[src/rtl/prog_loader_if.sv]
// Host/RAM-side bundle for prog_loader: byte stream handshake plus the MAR/RAM program path.
// The chksum signal exists only when PROG_LOADER_CHKSUM_EN is defined.
interface prog_loader_if #(
    parameter int unsigned ADDR_W = 4,
    parameter int unsigned DATA_W = 8
);
    logic              start;
    logic              in_valid;
    logic [DATA_W-1:0] in_data;
    logic              in_last;
    logic              in_ready;
    logic [ADDR_W-1:0] prog_addr;
    logic [DATA_W-1:0] prog_data;
    logic              we;
    logic              select;
    logic              busy;
    logic              done;
`ifdef PROG_LOADER_CHKSUM_EN
    logic [DATA_W-1:0] chksum;

    modport master (
        output start, in_valid, in_data, in_last,
        input  in_ready, prog_addr, prog_data, we, select, busy, done, chksum
    );
    modport slave (
        input  start, in_valid, in_data, in_last,
        output in_ready, prog_addr, prog_data, we, select, busy, done, chksum
    );
`else
    modport master (
        output start, in_valid, in_data, in_last,
        input  in_ready, prog_addr, prog_data, we, select, busy, done
    );
    modport slave (
        input  start, in_valid, in_data, in_last,
        output in_ready, prog_addr, prog_data, we, select, busy, done
    );
`endif
endinterface

[src/rtl/prog_loader.sv]
// SAP-1 program-mode loader: writes a valid/ready byte stream into RAM from address 0 upward.
// Optional running byte checksum output enabled by defining PROG_LOADER_CHKSUM_EN.
module prog_loader #(
    parameter int unsigned ADDR_W    = 4,
    parameter int unsigned DATA_W    = 8,
    parameter int unsigned WR_CYCLES = 1
) (
    input logic          clk,
    input logic          clr_n,
    prog_loader_if.slave bus
);

    typedef enum logic [1:0] {StIdle, StLoad, StWrite, StRun} state_e;

    localparam int unsigned CntW = (WR_CYCLES > 1) ? $clog2(WR_CYCLES) : 1;
    localparam logic [CntW-1:0] CntLast = CntW'(WR_CYCLES - 1);

    state_e            state_q, state_d;
    logic [ADDR_W-1:0] addr_q, addr_d;
    logic [DATA_W-1:0] data_q, data_d;
    logic [CntW-1:0]   cnt_q, cnt_d;
    logic              we_q, we_d;
    logic              sel_q, sel_d;
    logic              ready_q, ready_d;
    logic              busy_q, busy_d;
    logic              done_q, done_d;
    logic              last_q, last_d;
`ifdef PROG_LOADER_CHKSUM_EN
    logic [DATA_W-1:0] chk_q, chk_d;
`endif

    always_ff @(posedge clk or negedge clr_n) begin
        if (!clr_n) begin
            state_q <= StIdle;
            addr_q  <= '0;
            data_q  <= '0;
            cnt_q   <= '0;
            we_q    <= 1'b0;
            sel_q   <= 1'b0;
            ready_q <= 1'b0;
            busy_q  <= 1'b0;
            done_q  <= 1'b0;
            last_q  <= 1'b0;
`ifdef PROG_LOADER_CHKSUM_EN
            chk_q   <= '0;
`endif
        end else begin
            state_q <= state_d;
            addr_q  <= addr_d;
            data_q  <= data_d;
            cnt_q   <= cnt_d;
            we_q    <= we_d;
            sel_q   <= sel_d;
            ready_q <= ready_d;
            busy_q  <= busy_d;
            done_q  <= done_d;
            last_q  <= last_d;
`ifdef PROG_LOADER_CHKSUM_EN
            chk_q   <= chk_d;
`endif
        end
    end

    always_comb begin
        state_d = state_q;
        addr_d  = addr_q;
        data_d  = data_q;
        cnt_d   = cnt_q;
        we_d    = we_q;
        sel_d   = sel_q;
        ready_d = ready_q;
        busy_d  = busy_q;
        done_d  = 1'b0;
        last_d  = last_q;
`ifdef PROG_LOADER_CHKSUM_EN
        chk_d   = chk_q;
`endif
        case (state_q)
            StIdle, StRun: begin
                if (bus.start) begin
                    state_d = StLoad;
                    addr_d  = '0;
                    sel_d   = 1'b0;
                    ready_d = 1'b1;
                    busy_d  = 1'b1;
`ifdef PROG_LOADER_CHKSUM_EN
                    chk_d   = '0;
`endif
                end
            end
            StLoad: begin
                if (bus.in_valid && ready_q) begin
                    state_d = StWrite;
                    data_d  = bus.in_data;
                    last_d  = bus.in_last;
                    ready_d = 1'b0;
                    we_d    = 1'b1;
                    cnt_d   = '0;
`ifdef PROG_LOADER_CHKSUM_EN
                    chk_d   = chk_q + bus.in_data;
`endif
                end
            end
            StWrite: begin
                if (cnt_q == CntLast) begin
                    we_d = 1'b0;
                    // Top address ends the image even without in_last: no wrap onto address 0.
                    if (last_q || (&addr_q)) begin
                        state_d = StRun;
                        sel_d   = 1'b1;
                        done_d  = 1'b1;
                        busy_d  = 1'b0;
                    end else begin
                        state_d = StLoad;
                        addr_d  = addr_q + ADDR_W'(1);
                        ready_d = 1'b1;
                    end
                end else begin
                    cnt_d = cnt_q + CntW'(1);
                end
            end
            default: state_d = StIdle;
        endcase
    end

    assign bus.in_ready  = ready_q;
    assign bus.prog_addr = addr_q;
    assign bus.prog_data = data_q;
    assign bus.we        = we_q;
    assign bus.select    = sel_q;
    assign bus.busy      = busy_q;
    assign bus.done      = done_q;
`ifdef PROG_LOADER_CHKSUM_EN
    assign bus.chksum    = chk_q;
`endif

endmodule

[src/flat_wrapper.sv]
// flat-port wrapper written by rule: the top's interface ports become plain ports
module prog_loader_flat 
#(
    parameter int unsigned ADDR_W    = 4,
    parameter int unsigned DATA_W    = 8,
    parameter int unsigned WR_CYCLES = 1
)
  (clk, clr_n, bus_start, bus_in_valid, bus_in_data, bus_in_last, bus_in_ready, bus_prog_addr, bus_prog_data, bus_we, bus_select, bus_busy, bus_done);
  prog_loader_if #(.ADDR_W(ADDR_W), .DATA_W(DATA_W)) bus_i ();
  input logic clk;
  input logic clr_n;
  input wire logic [$bits(bus_i.start)-1:0] bus_start;
  input wire logic [$bits(bus_i.in_valid)-1:0] bus_in_valid;
  input wire logic [$bits(bus_i.in_data)-1:0] bus_in_data;
  input wire logic [$bits(bus_i.in_last)-1:0] bus_in_last;
  output wire logic [$bits(bus_i.in_ready)-1:0] bus_in_ready;
  output wire logic [$bits(bus_i.prog_addr)-1:0] bus_prog_addr;
  output wire logic [$bits(bus_i.prog_data)-1:0] bus_prog_data;
  output wire logic [$bits(bus_i.we)-1:0] bus_we;
  output wire logic [$bits(bus_i.select)-1:0] bus_select;
  output wire logic [$bits(bus_i.busy)-1:0] bus_busy;
  output wire logic [$bits(bus_i.done)-1:0] bus_done;
  assign bus_i.start = bus_start;
  assign bus_i.in_valid = bus_in_valid;
  assign bus_i.in_data = bus_in_data;
  assign bus_i.in_last = bus_in_last;
  assign bus_in_ready = bus_i.in_ready;
  assign bus_prog_addr = bus_i.prog_addr;
  assign bus_prog_data = bus_i.prog_data;
  assign bus_we = bus_i.we;
  assign bus_select = bus_i.select;
  assign bus_busy = bus_i.busy;
  assign bus_done = bus_i.done;
  prog_loader #(.ADDR_W(ADDR_W), .DATA_W(DATA_W), .WR_CYCLES(WR_CYCLES)) u_core (.clk(clk), .clr_n(clr_n), .bus(bus_i));
endmodule
[config.mk]
export PLATFORM = sky130hd
export DESIGN_NAME = prog_loader_flat
export DESIGN_NICKNAME = d
export VERILOG_FILES = /design/src/rtl/prog_loader_if.sv /design/src/rtl/prog_loader.sv /design/src/flat_wrapper.sv
export SDC_FILE = /design/constraint.sdc
export NUM_CORES = 1
export LEC_CHECK = 0
export CORE_MARGIN = 2
export CORE_UTILIZATION = 44
export DETAILED_ROUTE_END_ITERATION = 16
export PLACE_DENSITY = 0.86
export SYNTH_ARGS = -nofsm -noshare
export SYNTH_HDL_FRONTEND = slang
export SYNTH_SLANG_ARGS = --single-unit
[constraint.sdc]
create_clock -name clk -period 2.1 [get_ports clk]
set_input_delay 0.525 -clock clk [delete_from_list [all_inputs] [get_ports clk]]
set_output_delay 0.525 -clock clk [all_outputs]
set_load 0.03 [all_outputs]
### Word-level counts from Yosys, hierarchy flattened

Cells that the tools add are included.

| storage, ports and cells | value |
|---|---|
| bits in registers | 21 |
| bits in latches | 0 |
| bits in writable memories | 0 |
| bits in read-only memories | 0 |
| input bits | 13 |
| logic and storage cells | 63 |
| memories | 0 |

| cells by class | value |
|---|---|
| add/sub/neg operators | 2 |
| multipliers | 0 |
| div/mod/pow operators | 0 |
| $lt $le $gt $ge | 0 |
| equal/unequal tests | 8 |
| shifts and indexed selects | 0 |
| muxes and demuxes | 29 |
| bitwise operators | 0 |
| reductions and logical operators | 14 |

Operators with widths:

| kind | number |
|---|---|
| $reduce_and A4 Y1 | 4 |
| $mux W1 | 15 |
| $mux W4 | 3 |
| $mux W2 | 4 |
| $pmux W1 S2 | 4 |
| $pmux W4 S2 | 1 |
| $ne A2 B2 Y1 const B | 3 |
| $pmux W2 S3 | 1 |
| $reduce_and A3 Y1 | 2 |
| $add A4 B1 Y4 const B | 1 |
| $eq A2 B2 Y1 const B | 2 |
| $ne A2 B1 Y1 const B | 2 |
| $reduce_and A2 Y1 | 2 |
| $reduce_bool A2 Y1 | 2 |
| $pmux W1 S3 | 1 |
| $eq A2 B1 Y1 const B | 1 |
| $logic_not A2 Y1 | 1 |
| $reduce_or A2 Y1 | 1 |
| $add A1 B1 Y1 const B | 1 |
| $logic_and A1 B1 Y1 | 1 |
| $logic_or A1 B1 Y1 | 1 |

### Logic depth before layout (Yosys ltp)

Gate-level depths: netlist of the first run.

| depth | value |
|---|---|
| depth in word-level cells | 5 |
| mapped depth | 6 |

### Least setup slack after synthesis of the first run

No wires, ideal clock.

| path | value |
|---|---|
| path type | register to register |
| start | reg u_core.addr_q[0], in the netlist u_core.bus.prog_addr[0] |
| end | reg u_core.addr_q[3], in the netlist u_core.bus.prog_addr[3] |
| arrival | 1.718 ns |
| slack | 0.312 ns |
| stages on the path, launching flop included | 6 |
| buffers on the path | 1 |
| clock period less this slack | 1.788 ns |
| cells stage by stage | dfrtp_1 > ha_1 > a31o_1 > buf_2 > or4_1 > nand3_1 |

| on the way | value |
|---|---|
| word-level cells in the longest chain between the ends | 4 |

RTL lines:

| item | line | source |
|---|---|---|
| start: declaration | prog_loader.sv:19 | `logic [ADDR_W-1:0] addr_q, addr_d;` |
| start signal: assignment | prog_loader.sv:49 | `addr_q <= addr_d;` |
| $add A4 B1 Y4 or $reduce_and A4 Y1 (tied branches) | prog_loader.sv:115, prog_loader.sv:108 |  |
| $mux W4 or $logic_or A1 B1 Y1 (tied branches) | prog_loader.sv:108 | `if (last_q \|\| (&addr_q)) begin` |
| $mux W4 or $ne A2 B2 Y1 (tied branches) | n/a |  |
| $pmux W4 S2 or $reduce_and A4 Y1 (tied branches) | n/a |  |

Parallel ways exist; a longest one is shown, timed or not. The select of a mux whose other input is x is not followed.
A chain may end at the register's enable or synchronous reset.

### Worst setup path in the final report of the first run

| path | value |
|---|---|
| start | reg u_core.addr_q[0], in the netlist u_core.bus.prog_addr[0] |
| end | out bus_prog_addr[0] |

RTL lines:

| item | line | source |
|---|---|---|
| end: declaration | flat_wrapper.sv:17 | `output wire logic [$bits(bus_i.prog_addr)-1:0] bus_prog_addr;` |

No word-level cell between the ends.

==> results of run 1 <==
-- state kept, by name, indices dropped and copies added (netlist names) --
register	flops
u_core.bus.busy	1
u_core.bus.done	1
u_core.bus.in_ready	1
u_core.bus.prog_addr	4
u_core.bus.prog_data	8
u_core.bus.select	1
u_core.bus.we	1
u_core.last_q	1
u_core.state_q	2
-- Yosys cell counts (all sizes together) --
cell / number / area share
a221oi: 1 / 0.0094
mux2i: 3 / 0.032
buf: 2 / 0.011
dfrtp: 20 / 0.53
o211ai: 1 / 0.0080
inv: 6 / 0.024
or4: 2 / 0.016
nor3b: 1 / 0.0080
a31o: 1 / 0.0094
nor2b: 1 / 0.0067
nand2: 6 / 0.024
a21oi: 3 / 0.016
mux2: 10 / 0.12
nand2b: 2 / 0.013
ha: 4 / 0.053
o311ai: 1 / 0.0094
nor2: 2 / 0.0080
nor4bb: 1 / 0.011
o22a: 1 / 0.0094
o21ai: 2 / 0.011
nand3: 7 / 0.037
a22o: 2 / 0.019
o221ai: 1 / 0.0094
-- area by class of cell --
class,instances,area share
timing repair buffer,31,0.2346
tap,27,0.02596
sequential,20,0.3846
multi-input combinational,52,0.3096
inverter,6,0.01731
clock buffer,4,0.02788
-- per-stage QoR --
step / hold WS (ns) / total power [W]
CTS: 0.5177 / 0.001934
finish: 0.5134 / 0.001918
global route: 0.5369 / 0.002044
global placement: 0.4873 / 0.001669
detailed placement: 0.4918 / 0.001711
floorplan: 0.2294 / 0.001323
-- kinds of logic after synthesis --
group | Yosys count | synth area share
AOI/OAI and AO/OA | 13 | 0.1003
adders and majority gates | 4 | 0.05348
buffers and inverters | 8 | 0.03476
DFF | 20 | 0.5348
muxes | 13 | 0.1524
and+or+nand+nor | 22 | 0.1243
-- power by group --
part	switching, W	total, W	internal (W)
sequential	0.0000986	0.000639	0.000540
clock	0.000117	0.000223	0.000106
combinational	0.000582	0.00106	0.000475
-- routing by layer --
layer	up-vias	track usage
met3	4	0.05455
li1	353	-
met1	369	0.1922
met4	0	0.1019
met2	22	0.3004
met5	-	0
-- worst reg2reg max path, stage by stage, from the launching register on --
cell and delay, ns:
dfrtp_1 0.42, inv_1 0.09, ha_1 0.41, mux2i_1 0.30, or4_1 0.56, nand3_1 0.09
-- cells in the final DEF (no fill, tap or decap), drive strengths merged, types with 3 or more instances in the layout --
| cell | Yosys | final |
|---|---|---|
| a21oi | 3 | 3 |
| clkbuf | 0 | 4 |
| clkdlybuf4s50 | 0 | 29 |
| dfrtp | 20 | 20 |
| ha | 4 | 4 |
| inv | 6 | 6 |
| mux2 | 10 | 10 |
| mux2i | 3 | 3 |
| nand2 | 6 | 6 |
| nand3 | 7 | 7 |
-- how the worst max path moves through the flow --
stage                                             start  slack (ns)  depth (start not counted)                                   to
CTS                 u_core.bus.prog_addr[0]$_DFFE_PN0P_        0.10                          1                     bus_prog_addr[0]
detailed placement                            bus_start        0.09                          4  u_core.bus.prog_addr[3]$_DFFE_PN0P_
floorplan           u_core.bus.prog_addr[0]$_DFFE_PN0P_        0.31                          5  u_core.bus.prog_addr[3]$_DFFE_PN0P_
finish              u_core.bus.prog_addr[0]$_DFFE_PN0P_        0.12                          1                     bus_prog_addr[0]
global route        u_core.bus.prog_addr[0]$_DFFE_PN0P_        0.04                          1                     bus_prog_addr[0]
global placement                              bus_start        0.16                          4  u_core.bus.prog_addr[3]$_DFFE_PN0P_
==> reports/results.tsv, run 1 <==
stage	metric	value	unit
outcome	status	finished, final reports clean	
timing	period utilization	0.9418	
finish	fin nets	131	
global_routing	vias in the first global route	725	
routing	Starting DRT DRC Count	11	
clock_tree	setup bufs post-CTS	0	
routing	Routed met3 length	76	um
clock_tree	cts bufs inserted	3	
setup_path	Crit path largest cell delay	0.70	ns
min_path	Worst Hold Depth	1	
place	RePlAce Congestion	0.7634	
setup_path	r2r startpoint	u_core.state_q[0]$_DFFE_PN0P_	
finish	area delta synth->final	39.04	%
routing	number of remaining DRC errors	0	
clock_tree	total clock sinks	20	
timing	Peak Freq	505.6	MHz
clock_tree	Root Buffer Master	clkbuf_4	
finish	multi-input combinational cell area	402.9	um2
timing	Min Clock Period, post-route	1.978	ns
setup_path	FF-to-FF setup slack	0.17	ns
setup_path	cells along the critical path	clkdlybuf4s50_1	
clock_tree	Resized cells post-CTS	0	
die	FP Rows	16	
global_routing	largest net degree at the start of global routing	21	
synthesis	sequential area share after synthesis	0.5348	
place	DP Area	1265	um2
place	Detailed Place HPWL	1424	um
finish	Finished Layout Cells	140	
synthesis	Mapped Cells	80	
finish	Register Area	500.5	um2
finish	Final Instance Area	1301	um2
die	Die H	50.12	um
flow_run	# Max-Cap Violations	0	
synthesis	Avg Cell Area, Syn	11.70	um2
routing	Detail Route Antenna Nets	0	
synthesis	mapped cell area	935.9	um2
clock_tree	clock transition at the registers of the reported paths	0.11	ns
timing	Final setup viols	0	
timing	Clock Skew	0.008647	ns
setup_path	CP bufs+invs	1	
global_routing	gr usage total	0.1770	
setup_path	Crit Path Max Fanout	6	
clock_tree	buffer depth of the longest clock path	2	
setup_path	crit start category	register	
timing	max-slew violation count	0	
setup_path	Worst Reg2Reg Path Length in Cells	5	
die	initial core utilization	0.4722	
power_and_ir_drop	pwr dens	1474	nW/um2
global_routing	first-pass GRT wire length	3208	um
routing	vias	748	
clock_tree	Worst-Skew Late Latency	0.31	ns
synthesis	Distinct cells, synth	23	
timing	unrepaired setup endpoints after global routing	false	
routing	vias per cell	5.343	
finish	share of layout cells above drive strength 1	0.1416	
setup_path	Worst EP arrival	1.45	ns
finish	final core occ	0.6566	
setup_path	R2R Path End	u_core.bus.prog_addr[3]$_DFFE_PN0P_	
synthesis	Mapped Nets	97	
power_and_ir_drop	highest ir drop seen on vdd	947.3	uV
place	# placed instances	136	
global_routing	Overflow after GRT	0	
synthesis	Ys Warns	0	
place	I/O Buffers	29	
setup_path	CP delay by family, top	buffers and inverters	
finish	ANT cells	0	
die	chip width	50.12	um
routing	TritonRoute pass-1 iters	4	
timing	Slew @ Worst Pin	0.5775	ns
setup_path	Crit. End Element	primary output	
timing	total negative slack	0	ns
min_path	WHS Endpoint	u_core.bus.prog_data[1]$_DFFE_PN0P_	
finish	Filler cells	148	
routing	Post-Route WL	1865	um
setup_path	critical path type	reg -> out	
timing	setup ws final	0.1222	ns
die	Die ar.	2512	um2
die	Ports	30	
clock_tree	Post-CTS Hold Buffers	0	
min_path	kind of path behind the tightest hold check	reg -> reg	
die	core area	1982	um2
clock_tree	CTS tree	done	
global_routing	initial antenna violation count	0	
routing	M1 WL	742	um
power_and_ir_drop	P_leak	0.5696	nW
setup_path	Req. time, crit path	1.57	ns
timing	max_slew headroom	0.6040	
min_path	hold_sp	u_core.bus.prog_data[1]$_DFFE_PN0P_	
routing	routed len/inst	13.32	um
synthesis	#FFs+latches synth	20	
routing	metal2 WL	1005	um
timing	final hold violations	0	
routing	top routing layer in use	met4	
place	Placement Setup Slack	0.08982	ns
setup_path	Worst path slowest cell	clkdlybuf4s50_1	
clock_tree	CTS HTree Levels	1	
Power figures use the tool's default switching activity.
==> run 2, diff against run 1 <==
--- a/config.mk
+++ b/config.mk
@@ -5,10 +5,14 @@
 export SDC_FILE = /design/constraint.sdc
 export NUM_CORES = 1
 export LEC_CHECK = 0
+export ABC_AREA = 1
+export CELL_PAD_IN_SITES_DETAIL_PLACEMENT = 0
+export CELL_PAD_IN_SITES_GLOBAL_PLACEMENT = 1
 export CORE_MARGIN = 2
-export CORE_UTILIZATION = 44
+export CORE_UTILIZATION = 32
+export CTS_CLUSTER_DIAMETER = 60
 export DETAILED_ROUTE_END_ITERATION = 16
-export PLACE_DENSITY = 0.86
+export PLACE_DENSITY = 0.85
 export SYNTH_ARGS = -nofsm -noshare
 export SYNTH_HDL_FRONTEND = slang
 export SYNTH_SLANG_ARGS = --single-unit
==> run 2 against run 1 <==
  * Routed wire length is 3.3% lower
  * Synthesized cell count up 46%
  * Final cell count increased by 29%
  * Setup slack worse by 0.0060 ns
  * Fmax is 0.30% lower
  * Sequential power down 40%
  * Clock skew is 0.0038 ns lower
  * Non-clock buffer count down 1
  * Sequential share of layout area decreased by 0.90 points
  * First-iteration DRC count is 64% higher
  * Clock-buffer cell count unchanged
  * Die area increased by 39%
  * Critical path type unchanged
  * Highest routed layer unchanged
==> reports/results.tsv, run 2 <==
stage	metric	value	unit
setup_path	Crit Path Max Fanout	7	
setup_path	R2R Path End	u_core.bus.prog_addr[1]$_DFFE_PN0P_	
routing	routed len/inst	9.967	um
finish	area delta synth->final	37.24	%
die	Ports	30	
synthesis	Avg Cell Area, Syn	8.299	um2
timing	Clock Skew	0.004828	ns
global_routing	gr usage total	0.1163	
clock_tree	cts bufs inserted	3	
timing	Slew @ Worst Pin	0.3227	ns
synthesis	area leader, netlist	dfrtp_1	
synthesis	area fraction of the dominant cell type after synthesis	0.5155	
min_path	hold_sp	u_core.bus.busy$_DFFE_PN0P_	
timing	Min Clock Period, post-route	1.984	ns
synthesis	Ys Warns	0	
setup_path	Worst path slowest cell	clkdlybuf4s50_1	
outcome	status	finished, final reports clean	
finish	max reg flops	8	
setup_path	Crit. End Element	primary output	
routing	vias	805	
synthesis	sequential area share after synthesis	0.5155	
die	FP Rows	19	
flow_run	# Max-Cap Violations	0	
finish	most frequent cells in the layout	nand2_1, clkdlybuf4s50_1, dfrtp_1, inv_1, o21ai_1	
min_path	kind of path behind the tightest hold check	reg -> reg	
global_routing	Overflow after GRT	0	
synthesis	top cells by area, synth	dfrtp_1, nand2_1, inv_1, ha_1, o21ai_1	
routing	TritonRoute pass-1 iters	4	
timing	setup ws final	0.1162	ns
global_routing	vias in the first global route	725	
synthesis	Mapped Nets	134	
clock_tree	Root Buffer Master	clkbuf_4	
setup_path	Req. time, crit path	1.57	ns
clock_tree	Worst-Skew Late Latency	0.30	ns
setup_path	Crit path largest cell delay	0.70	ns
timing	Peak Freq	504.1	MHz
place	Placement Setup Slack	0.4044	ns
place	I/O Buffers	29	
finish	Filler cells	288	
clock_tree	total clock sinks	20	
setup_path	crit start category	register	
finish	share of layout cells above drive strength 1	0.09333	
global_routing	first-pass GRT wire length	3063	um
setup_path	Worst Reg2Reg Path Length in Cells	7	
synthesis	top-count cell post-synth	nand2_1	
synthesis	#FFs+latches synth	20	
synthesis	predominant post-synthesis flop cell	dfrtp_1	
place	RePlAce Congestion	0.7514	
min_path	Worst Hold Depth	2	
die	core area	2829	um2
min_path	WHS Endpoint	u_core.bus.busy$_DFFE_PN0P_	
clock_tree	clock transition at the registers of the reported paths	0.11	ns
finish	most common cell after layout, fill and taps aside	nand2_1	
power_and_ir_drop	pwr dens	479.1	nW/um2
finish	fin nets	168	
power_and_ir_drop	highest ir drop seen on vdd	321.1	uV
synthesis	Distinct cells, synth	18	
power_and_ir_drop	P_leak	0.6677	nW
die	chip width	59.09	um
timing	final hold violations	0	
routing	Starting DRT DRC Count	18	
setup_path	Worst EP arrival	1.46	ns
clock_tree	Post-CTS Hold Buffers	0	
setup_path	critical path type	reg -> out	
die	Die ar.	3491	um2
timing	total negative slack	0	ns
timing	max_slew headroom	0.7842	
clock_tree	CTS HTree Levels	1	
setup_path	CP bufs+invs	1	
setup_path	cells along the critical path	clkdlybuf4s50_1	
global_routing	initial antenna violation count	0	
global_routing	largest net degree at the start of global routing	21	
die	initial core utilization	0.3432	
clock_tree	setup bufs post-CTS	0	
clock_tree	Resized cells post-CTS	0	
synthesis	Mapped Cells	117	
setup_path	FF-to-FF setup slack	0.60	ns
timing	unrepaired setup endpoints after global routing	false	
timing	max-slew violation count	0	
synthesis	ys async rst share	1.000	
timing	period utilization	0.9447	
die	Die H	59.09	um
synthesis	Post-synth EDFFs	0	
routing	Detail Route Antenna Nets	0	
finish	ANT cells	0	
routing	number of remaining DRC errors	0	
routing	Post-Route WL	1804	um
synthesis	mapped cell area	970.9	um2
routing	vias per cell	4.448	
synthesis	top cells by instance count after synthesis	nand2_1, dfrtp_1, inv_1	
clock_tree	buffer depth of the longest clock path	2	
clock_tree	CTS tree	done	
place	Detailed Place HPWL	1414	um
setup_path	CP delay by family, top	buffers and inverters	
setup_path	r2r startpoint	u_core.state_q[0]$_DFFE_PN0P_	
timing	Final setup viols	0	
==> run 2: cell count changes after synthesis, sizes merged, moves of 3 or more <==
| cell | change |
|---|---|
| nand2 | +40 |
| mux2 | -10 |
| inv | +14 |
| mux2i | -3 |
| o21ai | +9 |
==> run 2: final cells by class <==
cell class	count	area (um2)	share of cell area
sequential	20	500.5	0.3756
tap	31	38.79	0.02911
clock buffer	4	36.28	0.02723
multi-input combinational	75	380.4	0.2854
inverter	21	78.83	0.05915
timing repair buffer	30	297.8	0.2235
==> run 2: power breakdown <==
group | switching, W | internal [W]
clock | 0.000113 | 0.000106
combinational | 0.0000130 | 0.0000217
sequential | 0 | 0.000385
==> run 2: kinds of logic after synthesis <==
logic type	Yosys count	synth area share
compound gates	14	0.08762
fa+ha+maj	4	0.05155
buf+inv	22	0.09278
flops	20	0.5155
simple gates	57	0.2526
==> run 2: worst max-delay path by stage <==
stage	start	endpoint	slack, ns	depth (start not counted)
after floorplan	u_core.bus.prog_addr[0]$_DFFE_PN0P_	u_core.bus.select$_DFFE_PN0P_	0.76	7
after global placement	bus_in_valid	u_core.bus.in_ready$_DFFE_PN0P_	0.42	8
after detailed placement	bus_in_valid	u_core.bus.in_ready$_DFFE_PN0P_	0.40	8
after CTS	u_core.bus.prog_addr[2]$_DFFE_PN0P_	bus_prog_addr[2]	0.09	1
after global routing	u_core.bus.prog_addr[2]$_DFFE_PN0P_	bus_prog_addr[2]	0.04	1
final	u_core.bus.prog_addr[2]$_DFFE_PN0P_	bus_prog_addr[2]	0.12	1
==> run 2: per-layer routing <==
metal  wire length (um)  global-route usage  share of wire
met5                  0                   0              0
met4                 36             0.05844          0.020
met3                 50             0.02183          0.028
met2                850              0.1810           0.47
met1                866              0.1545           0.48
==> run 2: metrics by stage <==
step	cell area, um2	std cells	total power [W]	hold WS, ns	util
2_1_floorplan	970.9	117	0.0003956	0.2294	-
3_3_place_gp	1296	177	0.0004279	0.4528	0.4582
3_5_place_dp	1296	177	0.0004281	0.4583	0.4582
4_1_cts	1333	181	0.0006501	0.4868	0.4710
5_1_grt	1333	181	0.0006681	0.5079	0.4710
6_report	1333	181	0.0006384	0.4800	0.4710
